**config.mk**
```make
export PLATFORM = sky130hd
export DESIGN_NAME = sync_sp_ram_arb2
export DESIGN_NICKNAME = d
export VERILOG_FILES = /design/src/rtl/sync_sp_ram_arb2.sv
export SDC_FILE = /design/constraint.sdc
export NUM_CORES = 1
export LEC_CHECK = 0
export CAP_MARGIN = 10
export CORE_MARGIN = 4
export CORE_UTILIZATION = 31
export CTS_CLUSTER_SIZE = 12
export DETAILED_ROUTE_END_ITERATION = 6
export PLACE_DENSITY = 0.68
export SLEW_MARGIN = 20
export SYNTH_ARGS = -nofsm -noshare
export SYNTH_HDL_FRONTEND = slang
export SYNTH_SLANG_ARGS = --single-unit
```
**constraint.sdc**
```tcl
create_clock -name Clk_CI -period 1.86 [get_ports Clk_CI]
set_input_delay 0.465 -clock Clk_CI [delete_from_list [all_inputs] [get_ports Clk_CI]]
set_output_delay 0.465 -clock Clk_CI [all_outputs]
set_load 0.02 [all_outputs]
```
**src/rtl/sync_sp_ram_arb2.sv**
```systemverilog
// Two-port round-robin front end for a single 64-bit byte-enabled synchronous RAM,
// with optional post-reset zero fill and fixed-latency per-port responses.
module sync_sp_ram_arb2 #(
  parameter int unsigned ADDR_WIDTH = 10,
  parameter int unsigned DATA_DEPTH = 1024,
  parameter int unsigned OUT_REGS   = 0,
  parameter int unsigned INIT_ZERO  = 1
) (
  input  logic                       Clk_CI,
  input  logic                       Rst_RBI,
  input  logic [1:0]                 ReqN_SI,
  output logic [1:0]                 GntN_SO,
  input  logic [1:0]                 WrEnN_SI,
  input  logic [1:0][7:0]            BEnN_SI,
  input  logic [1:0][63:0]           WrDataN_SI,
  input  logic [1:0][ADDR_WIDTH-1:0] AddrN_SI,
  output logic [1:0]                 RValidN_SO,
  output logic [1:0][63:0]           RdDataN_DO,
  output logic                       InitDone_SO,
  output logic                       RamCSel_SO,
  output logic                       RamWrEn_SO,
  output logic [7:0]                 RamBEn_SO,
  output logic [63:0]                RamWrData_DO,
  output logic [ADDR_WIDTH-1:0]      RamAddr_DO,
  input  logic [63:0]                RamRdData_DI
);

  localparam int unsigned Lat = 1 + OUT_REGS;
  localparam logic [ADDR_WIDTH-1:0] LastAddr = ADDR_WIDTH'(DATA_DEPTH - 1);

  typedef enum logic [0:0] {StInit, StRun} state_e;
  localparam state_e StReset = (INIT_ZERO != 0) ? StInit : StRun;

  state_e                state_q, state_d;
  logic [ADDR_WIDTH-1:0] cnt_q, cnt_d;
  logic                  rr_q, rr_d;
  logic                  init_done_q;
  logic                  win;
  logic [1:0]            gnt;

  logic                  wr_en_q;
  logic [7:0]            ben_q;
  logic [63:0]           wdata_q;
  logic [ADDR_WIDTH-1:0] addr_q;

  logic [Lat-1:0]        pv_q, pid_q, prd_q;
  logic [1:0][63:0]      rdata_q;

  // RAM controls are combinational so the RAM samples the access at the end of its grant cycle.
  // Qualifying with Rst_RBI keeps all strobes low while reset is held.
  always_comb begin
    state_d      = state_q;
    cnt_d        = cnt_q;
    rr_d         = rr_q;
    gnt          = 2'b00;
    win          = 1'b0;
    RamCSel_SO   = 1'b0;
    RamWrEn_SO   = wr_en_q;
    RamBEn_SO    = ben_q;
    RamWrData_DO = wdata_q;
    RamAddr_DO   = addr_q;
    unique case (state_q)
      StInit: begin
        if (Rst_RBI) begin
          RamCSel_SO   = 1'b1;
          RamWrEn_SO   = 1'b1;
          RamBEn_SO    = 8'hFF;
          RamWrData_DO = '0;
          RamAddr_DO   = cnt_q;
          cnt_d        = cnt_q + 1'b1;
          if (cnt_q == LastAddr) begin
            state_d = StRun;
            cnt_d   = '0;
          end
        end
      end
      StRun: begin
        if (Rst_RBI && (ReqN_SI != 2'b00)) begin
          win          = (ReqN_SI == 2'b11) ? rr_q : ReqN_SI[1];
          gnt[win]     = 1'b1;
          rr_d         = ~win;
          RamCSel_SO   = 1'b1;
          RamWrEn_SO   = WrEnN_SI[win];
          RamBEn_SO    = BEnN_SI[win];
          RamWrData_DO = WrDataN_SI[win];
          RamAddr_DO   = AddrN_SI[win];
        end
      end
      default: state_d = StReset;
    endcase
  end

  assign GntN_SO     = gnt;
  assign InitDone_SO = init_done_q;

  always_ff @(posedge Clk_CI or negedge Rst_RBI) begin
    if (!Rst_RBI) begin
      state_q     <= StReset;
      cnt_q       <= '0;
      rr_q        <= 1'b0;
      init_done_q <= 1'b0;
      wr_en_q     <= 1'b0;
      ben_q       <= '0;
      wdata_q     <= '0;
      addr_q      <= '0;
    end else begin
      state_q     <= state_d;
      cnt_q       <= cnt_d;
      rr_q        <= rr_d;
      init_done_q <= (state_d == StRun);
      if (RamCSel_SO) begin
        wr_en_q <= RamWrEn_SO;
        ben_q   <= RamBEn_SO;
        wdata_q <= RamWrData_DO;
        addr_q  <= RamAddr_DO;
      end
    end
  end

  // Response pipeline: {valid, port id, is_read}, Lat stages deep to match RAM read latency.
  always_ff @(posedge Clk_CI or negedge Rst_RBI) begin
    if (!Rst_RBI) begin
      pv_q    <= '0;
      pid_q   <= '0;
      prd_q   <= '0;
      rdata_q <= '0;
    end else begin
      pv_q[0]  <= |gnt;
      pid_q[0] <= win;
      prd_q[0] <= ~WrEnN_SI[win];
      for (int unsigned i = 1; i < Lat; i++) begin
        pv_q[i]  <= pv_q[i-1];
        pid_q[i] <= pid_q[i-1];
        prd_q[i] <= prd_q[i-1];
      end
      if (pv_q[Lat-1] && prd_q[Lat-1]) begin
        rdata_q[pid_q[Lat-1]] <= RamRdData_DI;
      end
    end
  end

  always_comb begin
    RValidN_SO = 2'b00;
    RdDataN_DO = rdata_q;
    if (pv_q[Lat-1]) begin
      RValidN_SO[pid_q[Lat-1]] = 1'b1;
      if (prd_q[Lat-1]) begin
        RdDataN_DO[pid_q[Lat-1]] = RamRdData_DI;
      end
    end
  end

`ifndef SYNTHESIS
  addr_in_range_a: assert property (@(posedge Clk_CI) disable iff (!Rst_RBI)
    (gnt != 2'b00) |-> (32'(AddrN_SI[win]) < DATA_DEPTH))
    else $error("granted address beyond DATA_DEPTH");
`endif

endmodule

```
==> flow_summary.ini <==
[detailed_routing]
drc = 0
ant_nets = 0
wl_per_cell_um = 22.58
met1Wirelength_um = 18570
drtIter0Drc = 474
top_layer = met5
routed-wl-met3_um = 4242
via_per_inst = 5.305
dr_total_vias = 11330
wirelength_um = 48210
first_pass_iters = 4
dr_wl_met2_um = 24240

[clock_tree]
cts_max_level = 1
cts.clk_slew.worst_paths_ns = 0.07
insertion_delay_ns = 0.54
clk_path_buf_depth = 3
cts-buffers-inserted = 26
root_buffer = clkbuf_16
cts_sinks = 226
tritoncts = built

[placed_design]
dp_hpwl_um = 30330
gp_congestion = 0.8690
placed_cell_area_um2 = 18120
portBuffers = 450

[critical_path]
critPathRequiredTime_ns = 1.39
crit_family = simple AND/OR/NAND/NOR gates
path_common_cell = buf_6
path_cells = nand2b_4 -> and2_4 -> buf_12 -> buf_6 -> and3_4 -> a221o_1 -> buf_6
arrival_ns = 2.20
worst_path_largest_cell_delay_ns = 0.41
worstPathMaxFanout = 7
startpoint_type = flip-flop
path_buf_inv = 3
slowest_stage = dfrtp_1
end_kind = output port
worstSetupPathType = reg -> out

[sta]
setup_violations = 220
fin_crit_sh_pct = 143.1
fin_ws_ns = -0.8010
max_freq_mhz = 375.8
finalSetupTns_ns = -143.88
slew_viol_final = 0
grt_setup_unrepaired = yes
slew_headroom_pct = 35.49
period_minus_slack_ns = 2.661
hold_violations = 0
worst_hold_slack_ns = 0.07218
worst_slew_pin_slew_ns = 0.9677
skew_ns = 0.01122

[floorplan]
die_w_um = 201.0
initial_utilization_pct = 31.47
die_h_um = 201.0
std_cell_rows = 70
ios = 451
core_area_um2 = 36700
die_area_um2 = 40410

[grt]
grt_pass1_wl_um = 66340
grt_max_degree = 78
gr-usage-all-layers_pct = 20.27
grt-ovfl-total = 0
grt_pass1_vias = 11210
antenna_found_initial = 7

[pwr]
ir_drop_mv = 0.5308
cellPowerDensity_nw_per_um2 = 632.7
leakagePower_nw = 9.476

[synthesis]
muxShareOfSynthArea_pct = 25.05
synth_compound_area_share_pct = 18.78
ys_seq_area_share_pct = 48.97
post_synth_xor_area_fraction_pct = 0.3792
yosys_warnings = 0
synthDistinctLibCells = 40
synth_edf_count = 0
synthAdderAreaFrac_pct = 0.1083
yosys.area_share.simple_pct = 2.827
syn_nets = 1143
syn_inst = 908
avgSynthCellArea_um2 = 12.72
ys_ff_latch = 226
ys_async_sr_fraction_pct = 100.0
synth-main-ff-cell = dfrtp_1
synthesis.area_um2 = 11550
synth_top_family_by_area = multiplexers

[flow_run]
drv_cap = 0

[layout]
utilization_pct = 58.66
fillCellCount = 2836
final_common_cell = buf_4
drive_above_1_share_pct = 59.36
area_growth_pct = 86.37
nets = 1880
final_cell_mix = 297 x buf_4, 230 x mux2_2, 230 x clkdlybuf4s50_1
design_area_um2 = 21530

[worst_hold_path]
hold_path.class = in -> async

[run_status]
violations = negative setup slack
status = finished with violations
## synth_stat cells, types with 2 or more instances
library cell | n | area share (%)
clkbuf_1 | 27 | 0.88
buf_2 | 50 | 2.2
a22oi_1 | 65 | 4.2
buf_6 | 3 | 0.29
and2_1 | 4 | 0.22
a221o_1 | 36 | 3.1
xnor2_1 | 5 | 0.38
a21oi_1 | 4 | 0.17
nand2_1 | 25 | 0.81
o2bb2ai_1 | 128 | 9.7
inv_1 | 5 | 0.16
a21o_1 | 2 | 0.13
and3_1 | 9 | 0.49
and4_1 | 2 | 0.15
dfrtp_1 | 226 | 49
buf_1 | 10 | 0.33
mux2_2 | 256 | 25
nor2b_1 | 2 | 0.11
nand4_1 | 2 | 0.11
a32oi_1 | 9 | 0.68
nor2_1 | 12 | 0.39
a31oi_1 | 2 | 0.11
nand3_1 | 3 | 0.13
or2_1 | 2 | 0.11
o21ai_0 | 4 | 0.17
## through the flow
stage	power, mW	setup slack, ns	std cells
2_1_floorplan	6.364	-0.09656	908
3_3_place_gp	7.884	-1.283	1947
3_5_place_dp	7.935	-1.300	1947
4_1_cts	13.43	-0.8378	2027
5_1_grt	14.14	-0.9038	2134
6_report	13.62	-0.8010	2135
## kinds of logic (layout without fill, tap and decap cells)
kind of cell | count (synthesis) | after routing
buffers and inverters | 96 | 849
and+or+nand+nor | 66 | 66
DFF | 226 | 226
xor gates and xnor gates | 5 | 5
adders and majority gates | 1 | 1
AOI/OAI and AO/OA | 257 | 257
muxes | 257 | 257
other | 0 | 6
## metal layers
layer,vias to the layer above,global-route usage (%)
li1,5024,-
met1,5686,25.27
met2,536,34.41
met3,79,6.381
met4,2,4.892
met5,-,0
## power by group
| group | switching [mW] | internal, mW |
|---|---|---|
| sequential | 0.171 | 5.17 |
| combinational | 1.30 | 1.62 |
| clock | 2.09 | 3.27 |
## what timing repair did
item                       CTS  global route
setup endpoints to repair  218           220
pin swaps                   37            79
setup buffers               21            87
resized for setup          652           632
hold buffers                 2             0
cloned                      13            19
hold endpoints to repair    11             0
## worst paths after layout
kind	cells after the start	startpoint	slack, ns	to
min in group Clk_CI	4	Rst_RBI	0.41	InitDone_SO$_DFF_PN0_
worst max register to register	9	pv_q$_DFF_PN0_	-0.02	rdata_q[76]$_DFFE_PN0P_
worst max-delay path	7	rr_q$_DFFE_PN0P_	-0.80	RamBEn_SO[3]
worst min register to register	1	wdata_q[34]$_DFFE_PN0P_	0.49	wdata_q[34]$_DFFE_PN0P_
worst min-delay path	3	Rst_RBI	0.07	cnt_q[4]$_DFFE_PN0P_
max in group asynchronous	4	Rst_RBI	0.45	rdata_q[30]$_DFFE_PN0P_
## state kept, by name (all words and copies together) (netlist names)
register	count
prd_q	1
pid_q	1
wdata_q	64
cnt_q	10
InitDone_SO	1
ben_q	8
pv_q	1
rdata_q	128
addr_q	10
rr_q	1
wr_en_q	1
## worst reg2reg max path: stages, from the launching register on
cell and delay (ns):
dfrtp_1 0.38, buf_6 0.12, nand3_4 0.14, buf_12 0.19, buf_6 0.13, buf_16 0.13
buf_12 0.12, buf_4 0.13, buf_4 0.14, mux2_2 0.26
## area by class of cell
| type | count | area, um^2 | area share [%] |
|---|---|---|---|
| antenna | 6 | 15.01 | 0.06975 |
| clock buffer | 37 | 732.0 | 3.400 |
| clock inverter | 7 | 146.4 | 0.6801 |
| inverter | 5 | 18.77 | 0.08719 |
| multi-input combinational | 586 | 6371 | 29.60 |
| sequential | 226 | 5657 | 26.28 |
| tap | 468 | 585.6 | 2.720 |
| timing repair buffer | 800 | 8000 | 37.17 |
(Power assumes the default switching activity.)
